[src/rtl/fetch_stage.sv]
// fetch_stage: instruction-fetch stage of the rv32i pipeline.
// Owns the PC, the instruction-memory read handshake and a direct-mapped BTB
// with 2-bit saturating counters. It feeds the IF/ID register and honours
// stall back-pressure and EX redirects.
//
// Ports:
//   clk, rst            clock, synchronous active-high reset
//   stall_in            IF/ID cannot accept the presented instruction
//   redirect/_pc        EX mispredict/jump; fetch restarts at redirect_pc
//   btb_update*         resolved control-flow outcome from EX
//   imem_read/_addr     read request; address held until imem_resp
//   imem_resp/_rdata    read data valid / instruction word
//   pc_reg              PC of the presented instruction
//   instr_mem_rdata     presented instruction (nop when not valid)
//   br_pred_taken/_pc   BTB prediction for the presented instruction
//   fetch_valid         presented instruction is real (low = bubble)
module fetch_stage #(
  parameter logic [31:0] RESET_PC    = 32'h6000_0000,
  parameter int unsigned BTB_ENTRIES = 16
) (
  input  logic        clk,
  input  logic        rst,
  input  logic        stall_in,
  input  logic        redirect,
  input  logic [31:0] redirect_pc,
  input  logic        btb_update,
  input  logic [31:0] btb_update_pc,
  input  logic [31:0] btb_update_target,
  input  logic        btb_update_taken,
  output logic        imem_read,
  output logic [31:0] imem_addr,
  input  logic        imem_resp,
  input  logic [31:0] imem_rdata,
  output logic [31:0] pc_reg,
  output logic [31:0] instr_mem_rdata,
  output logic        br_pred_taken,
  output logic [31:0] br_pred_pc,
  output logic        fetch_valid
);

  localparam int unsigned IDX  = $clog2(BTB_ENTRIES);
  localparam int unsigned TAGW = 30 - IDX;
  localparam logic [31:0] NOP  = 32'h0000_0013;

  typedef enum logic [1:0] {
    FETCH   = 2'd0,
    HOLD    = 2'd1,
    DISCARD = 2'd2
  } state_t;

  state_t      state, state_nxt;
  logic [31:0] pc;
  logic [31:0] saved_redirect_pc;

  // Hold buffer: word and prediction captured when the response meets a stall.
  logic [31:0] hold_word;
  logic        hold_taken;
  logic [31:0] hold_pred_pc;
  logic [31:0] hold_npc;

  // BTB storage
  logic [BTB_ENTRIES-1:0] btb_valid;
  logic [TAGW-1:0]        btb_tag    [BTB_ENTRIES];
  logic [31:0]            btb_target [BTB_ENTRIES];
  logic [1:0]             btb_ctr    [BTB_ENTRIES];

  // Lookup on the current PC
  logic [IDX-1:0]  lk_idx;
  logic [TAGW-1:0] lk_tag;
  logic            lk_hit;
  logic            pred_taken;
  logic [31:0]     pred_pc;
  logic [31:0]     npc;

  assign lk_idx     = pc[2 +: IDX];
  assign lk_tag     = pc[31 : 2+IDX];
  assign lk_hit     = btb_valid[lk_idx] && (btb_tag[lk_idx] == lk_tag);
  assign pred_taken = lk_hit && btb_ctr[lk_idx][1];
  assign pred_pc    = pred_taken ? btb_target[lk_idx] : '0;
  assign npc        = pred_taken ? btb_target[lk_idx] : pc + 32'd4;

  // Update side
  logic [IDX-1:0]  up_idx;
  logic [TAGW-1:0] up_tag;
  logic            up_hit;
  logic            unused_up_bits;

  assign up_idx         = btb_update_pc[2 +: IDX];
  assign up_tag         = btb_update_pc[31 : 2+IDX];
  assign up_hit         = btb_valid[up_idx] && (btb_tag[up_idx] == up_tag);
  assign unused_up_bits = ^btb_update_pc[1:0];

  // Non-blocking writes mean a same-cycle lookup still sees the old entry.
  always_ff @(posedge clk) begin
    if (rst) begin
      btb_valid  <= '0;
      btb_ctr    <= '{default: 2'b01};
      btb_tag    <= '{default: '0};
      btb_target <= '{default: '0};
    end else if (btb_update) begin
      if (up_hit) begin
        if (btb_update_taken) begin
          if (btb_ctr[up_idx] != 2'b11) btb_ctr[up_idx] <= btb_ctr[up_idx] + 2'd1;
          btb_target[up_idx] <= btb_update_target;
        end else if (btb_ctr[up_idx] != 2'b00) begin
          btb_ctr[up_idx] <= btb_ctr[up_idx] - 2'd1;
        end
      end else if (btb_update_taken) begin
        btb_valid[up_idx]  <= 1'b1;
        btb_tag[up_idx]    <= up_tag;
        btb_ctr[up_idx]    <= 2'b10;
        btb_target[up_idx] <= btb_update_target;
      end
    end
  end

  // FSM: state register
  always_ff @(posedge clk) begin
    if (rst) state <= FETCH;
    else     state <= state_nxt;
  end

  // FSM: next state
  always_comb begin
    state_nxt = state;
    case (state)
      FETCH: begin
        if (redirect)                   state_nxt = imem_resp ? FETCH : DISCARD;
        else if (imem_resp && stall_in) state_nxt = HOLD;
      end
      HOLD: begin
        if (redirect || !stall_in) state_nxt = FETCH;
      end
      DISCARD: begin
        if (imem_resp) state_nxt = FETCH;
      end
      default: state_nxt = FETCH;
    endcase
  end

  // FSM: outputs
  always_comb begin
    imem_read       = 1'b0;
    pc_reg          = pc;
    instr_mem_rdata = NOP;
    br_pred_taken   = 1'b0;
    br_pred_pc      = '0;
    fetch_valid     = 1'b0;
    if (!rst) begin
      case (state)
        FETCH: begin
          imem_read = 1'b1;
          if (imem_resp && !redirect) begin
            instr_mem_rdata = imem_rdata;
            br_pred_taken   = pred_taken;
            br_pred_pc      = pred_pc;
            fetch_valid     = 1'b1;
          end
        end
        HOLD: begin
          if (!redirect) begin
            instr_mem_rdata = hold_word;
            br_pred_taken   = hold_taken;
            br_pred_pc      = hold_pred_pc;
            fetch_valid     = 1'b1;
          end
        end
        DISCARD: imem_read = 1'b1;
        default: ;
      endcase
    end
  end

  assign imem_addr = pc;

  // PC, pending redirect and hold buffer. The PC is left untouched while a
  // read is outstanding so imem_addr stays stable until imem_resp.
  always_ff @(posedge clk) begin
    if (rst) begin
      pc                <= RESET_PC;
      saved_redirect_pc <= '0;
      hold_word         <= NOP;
      hold_taken        <= 1'b0;
      hold_pred_pc      <= '0;
      hold_npc          <= '0;
    end else begin
      case (state)
        FETCH: begin
          if (redirect) begin
            if (imem_resp) pc <= redirect_pc;
            else           saved_redirect_pc <= redirect_pc;
          end else if (imem_resp) begin
            if (stall_in) begin
              hold_word    <= imem_rdata;
              hold_taken   <= pred_taken;
              hold_pred_pc <= pred_pc;
              hold_npc     <= npc;
            end else begin
              pc <= npc;
            end
          end
        end
        HOLD: begin
          if (redirect)       pc <= redirect_pc;
          else if (!stall_in) pc <= hold_npc;
        end
        DISCARD: begin
          // A redirect arriving with the response is the newest one.
          if (imem_resp)     pc <= redirect ? redirect_pc : saved_redirect_pc;
          else if (redirect) saved_redirect_pc <= redirect_pc;
        end
        default: ;
      endcase
    end
  end

endmodule

[config.mk]
export PLATFORM = sky130hd
export DESIGN_NAME = fetch_stage
export DESIGN_NICKNAME = d
export VERILOG_FILES = /design/src/rtl/fetch_stage.sv
export SDC_FILE = /design/constraint.sdc
export NUM_CORES = 2
export LEC_CHECK = 0
export CORE_MARGIN = 5
export CORE_UTILIZATION = 40
export DETAILED_ROUTE_END_ITERATION = 6
export GPL_TIMING_DRIVEN = 0
export PLACE_DENSITY_LB_ADDON = 0.08
export SLEW_MARGIN = 40
export SYNTH_ARGS = -nofsm -noshare
export SYNTH_HDL_FRONTEND = slang
export SYNTH_SLANG_ARGS = --single-unit
export TNS_END_PERCENT = 50
[constraint.sdc]
create_clock -name clk -period 4.2 [get_ports clk]
set_input_delay 0.42 -clock clk [delete_from_list [all_inputs] [get_ports clk]]
set_output_delay 0.42 -clock clk [all_outputs]
set_load 0.005 [all_outputs]
==> summary.txt <==
Layout
  – Layout cells sized above 1: 17.8%
  – Layout Area Growth over Synthesis: 21.8%
  – Core Util, Final: 49.1%
  – Fillers: 13900
  – Fin nets: 7326

Detailed routing
  – Detail Route Antenna Nets: 0
  – Wire length per cell: 36.2 um
  – DRC Markers: 2
  – 1st-iter DRT viols: 8973
  – Via density: 6.57
  – Post-Route WL: 333000 um
  – Vias: 60400
  – Drt first pass iters: 7

Global routing
  – Remaining global-route overflow: 0
  – First-pass GRT wire length: 450000 um
  – GRT Resource Usage Total: 42.3%
  – Largest net degree at the start of global routing: 17
  – Antenna violations before repair: 38
  – Vias in the first global route: 56000

Setup path
  – Worst reg2reg path startpoint: imem_addr[5]$_SDFFE_PP0P_
  – Critical path startpoint: imem_addr[5]$_SDFFE_PP0P_
  – Critical path's most frequent cell: buf_16
  – Worst Path Max Fanout: 10
  – Crit path kind: reg2out
  – Crit path arrival time: 5120 ps
  – Worst path bufs/invs: 7
  – Max incr delay on CP: 520 ps
  – Slowest CP cell: mux4_2
  – Critical Path Sink Type: output port
  – Cell family contributing the most delay on the critical path: simple AND/OR/NAND/NOR gates
  – Req. time, crit path: 3780 ps
  – Critical-path cell list: buf_12 -> buf_16 -> buf_16 -> buf_16 -> mux4_2 -> mux2i_4 -> xor2_2 -> a2bb2oi_2 -> nor4_2 -> nand4_4 -> or3_1 -> buf_6 -> buf_8 -> or3b_1 -> a21oi_2 -> buf_2
  – Critical path launch point type: flop

Synth
  – Dominant cell type by area after synthesis: dfxtp_1
  – Syn. warnings: 0
  – Post-synthesis register bit count: 1139
  – Area contributors post-synth: dfxtp_1, mux4_2, a21oi_1
  – Post-Syn Instances: 6740
  – Top_reg_cell synth: dfxtp_1
  – Proportion of synthesized chip area in sequential cells: 39.9%
  – Netlist cell types: 82
  – FFs w/ async S/R, synth: 0%
  – Mapped Avg Cell Area: 8.47 sq um
  – Post-synth EDFFs: 0
  – Cell Area, Synth: 0.0571 sq mm
  – Syn Nets: 6881
  – Synth top area share: 39.9%

Floorplan
  – FP Rows: 138
  – Chip height: 388 um
  – Die width: 388 um
  – Core ar.: 0.142 sq mm
  – Num ports: 266
  – Total die area: 0.150 sq mm
  – Initial Util: 40.3%

Timing
  – Clock skew: 47.4 ps
  – Relative slew slack: 28.3%
  – Final setup fails: 507
  – Final worst path period need: 5540 ps
  – Final worst path period share: 132%
  – Pins Over Slew Limit: 0
  – Slew at the pin with the worst max-slew slack: 1070 ps
  – FMAX: 181 MHz
  – Final Hold Viols: 0
  – RSZ-0062 raised after global routing: yes
  – Worst Setup Slack, final: -1340 ps

Power
  – Pwr dens: 390 mW/mm^2
  – Int Pwr: 19.2 mW
  – Lkg Pwr: 23.0 nW
  – Comb power frac: 13.4%
  – Reported net switching power: 7.91 mW
  – Power share of the clock group: 45.8%
  – Max VDD drop: 422 uV
  – Seq pwr share: 40.8%
  – Fraction of power spent switching nets: 29.1%
  – Power, Total: 27.2 mW

Placed design
  – I/O Buffers: 206
  – Placer Congestion: 1.10
  – Hpwl dp: 239000 um
  – Worst slack, placed: -2770 ps

Run status
  – Violated checks: DRC, setup timing
  – Status: finished, violations left

CTS
  – CTS Buf Count: 138
  – Bufs on Longest Clock Path: 3
  – Clock sink count: 1139
  – H-tree depth: 4
  – TritonCTS clock tree: built
  – CTS root buf: clkbuf_16
  – Worst skew pair latency: 830 ps
  – Clk slew on worst S/H paths: 60 ps

Flow run
  – Max cap viols: 0

Hold path
  – Type of the most critical hold path: in2reg
  – Hold_sp: btb_update_target[31]
logic make-up (layout without fill, tap and decap cells):
logic type | after synthesis | after routing | share of synthesized area, %
buffers and inverters | 830 | 1376 | 6.37
xor gates and xnor gates | 64 | 64 | 0.981
muxes | 562 | 562 | 17.3
AOI/OAI and AO/OA | 1900 | 1900 | 18.2
and+or+nand+nor | 2239 | 2239 | 17.1
DFF | 1139 | 1139 | 39.9
adders and majority gates | 6 | 6 | 0.131
other | 0 | 22 | 0
layout make-up:
type,count,area [sq um],share of cell area [%]
Multi-Input combinational cell,4771,32000,45.9
Sequential cell,1139,22800,32.8
Buffer,804,4780,6.87
Clock buffer,205,3940,5.66
Timing Repair Buffer,308,2960,4.26
Tap cell,1890,2360,3.40
Clock inverter,36,618,0.888
Inverter,23,95.1,0.137
Antenna cell,22,55.1,0.0791
state kept, by name, summed over array words and instances, names as in the netlist:
| name | cells |
|---|---|
| btb_target | 512 |
| btb_valid | 16 |
| hold_pred_pc | 32 |
| state | 2 |
| hold_taken | 1 |
| imem_addr | 32 |
| saved_redirect_pc | 32 |
| hold_word | 32 |
| hold_npc | 32 |
| btb_ctr | 32 |
| btb_tag | 416 |
cell usage after synthesis (all sizes together), types with 8 or more instances:
master / count
a21o: 31
a21oi: 1119
a221o: 29
a221oi: 10
a22oi: 77
a31oi: 12
and2: 10
and3: 48
buf: 226
clkbuf: 579
dfxtp: 1139
inv: 22
mux2: 80
mux2i: 158
mux4: 324
nand2: 1350
nand2b: 14
nand3: 508
nand3b: 30
nand4: 22
nor2: 147
nor2b: 17
nor3: 18
nor4b: 8
o211ai: 11
o21a: 10
o21ai: 467
o22ai: 64
o32ai: 14
or3: 12
or3b: 31
xnor2: 35
xor2: 29
per-stage QoR:
step,area (sq um),TNS (ps),hold WS [ps],cells
floorplan,57100,0,432,6740
global placement,61500,-2445570,438,8836
detailed placement,61900,-2160910,443,8839
CTS,69000,-44270,2.16,9169
global route,69600,-55390,21.1,9182
finish,69600,-78600,25.2,9198
final timing paths:
check / end / depth (start not counted) / slack (ps)
max: br_pred_pc[4] / 16 / -1340
min: btb_target[191]$_SDFFE_PP0P_ / 3 / 30
max reg2reg: imem_addr[6]$_SDFFE_PP0P_ / 18 / -470
min reg2reg: btb_target[446]$_SDFFE_PP0P_ / 2 / 450
power groups by stage:
stage          registers [mW]  logic, mW  clock network (mW)
4_1_cts                  11.1       3.41                12.4
2_1_floorplan            11.2       1.61                   0
6_report                 11.1       3.63                12.4
3_5_place_dp             11.3       3.07                   0
5_1_grt                  11.1       3.64                12.9
3_3_place_gp             11.3       3.04                   0
routing by layer:
layer	vias up	global-route usage, %	wire length (um)
met3	1301	15.9	43000
met5	-	0.638	381
met4	26	28.8	28900
li1	24800	-	-
met2	4441	61.7	139000
met1	29800	51.7	122000
repair_timing:
item                                    4_1_cts  5_1_grt
gates cloned                                  3        0
endpoints found under the setup margin     1124      674
pin swaps                                    74       46
endpoints found under the hold margin       146        0
hold buffers                                 25        0
gates resized for setup                     618      192
setup buffers                                65        7
tightest hold or removal path, cell delays in order:
cell      delay, ps
clkbuf_1        200
nand2_1         110
a21oi_1          50
placed cells by master, fill, tap and decap left out, types with 129 or more instances in the layout:
cell / n
o21ai_0: 457
nor2_1: 131
clkbuf_2: 145
dfxtp_1: 1134
clkbuf_16: 140
nand2_1: 1347
mux4_2: 322
clkbuf_1: 421
mux2i_1: 129
clkdlybuf4s50_1: 172
nand3_1: 497
a21oi_1: 1077
(Power assumes the default switching activity.)
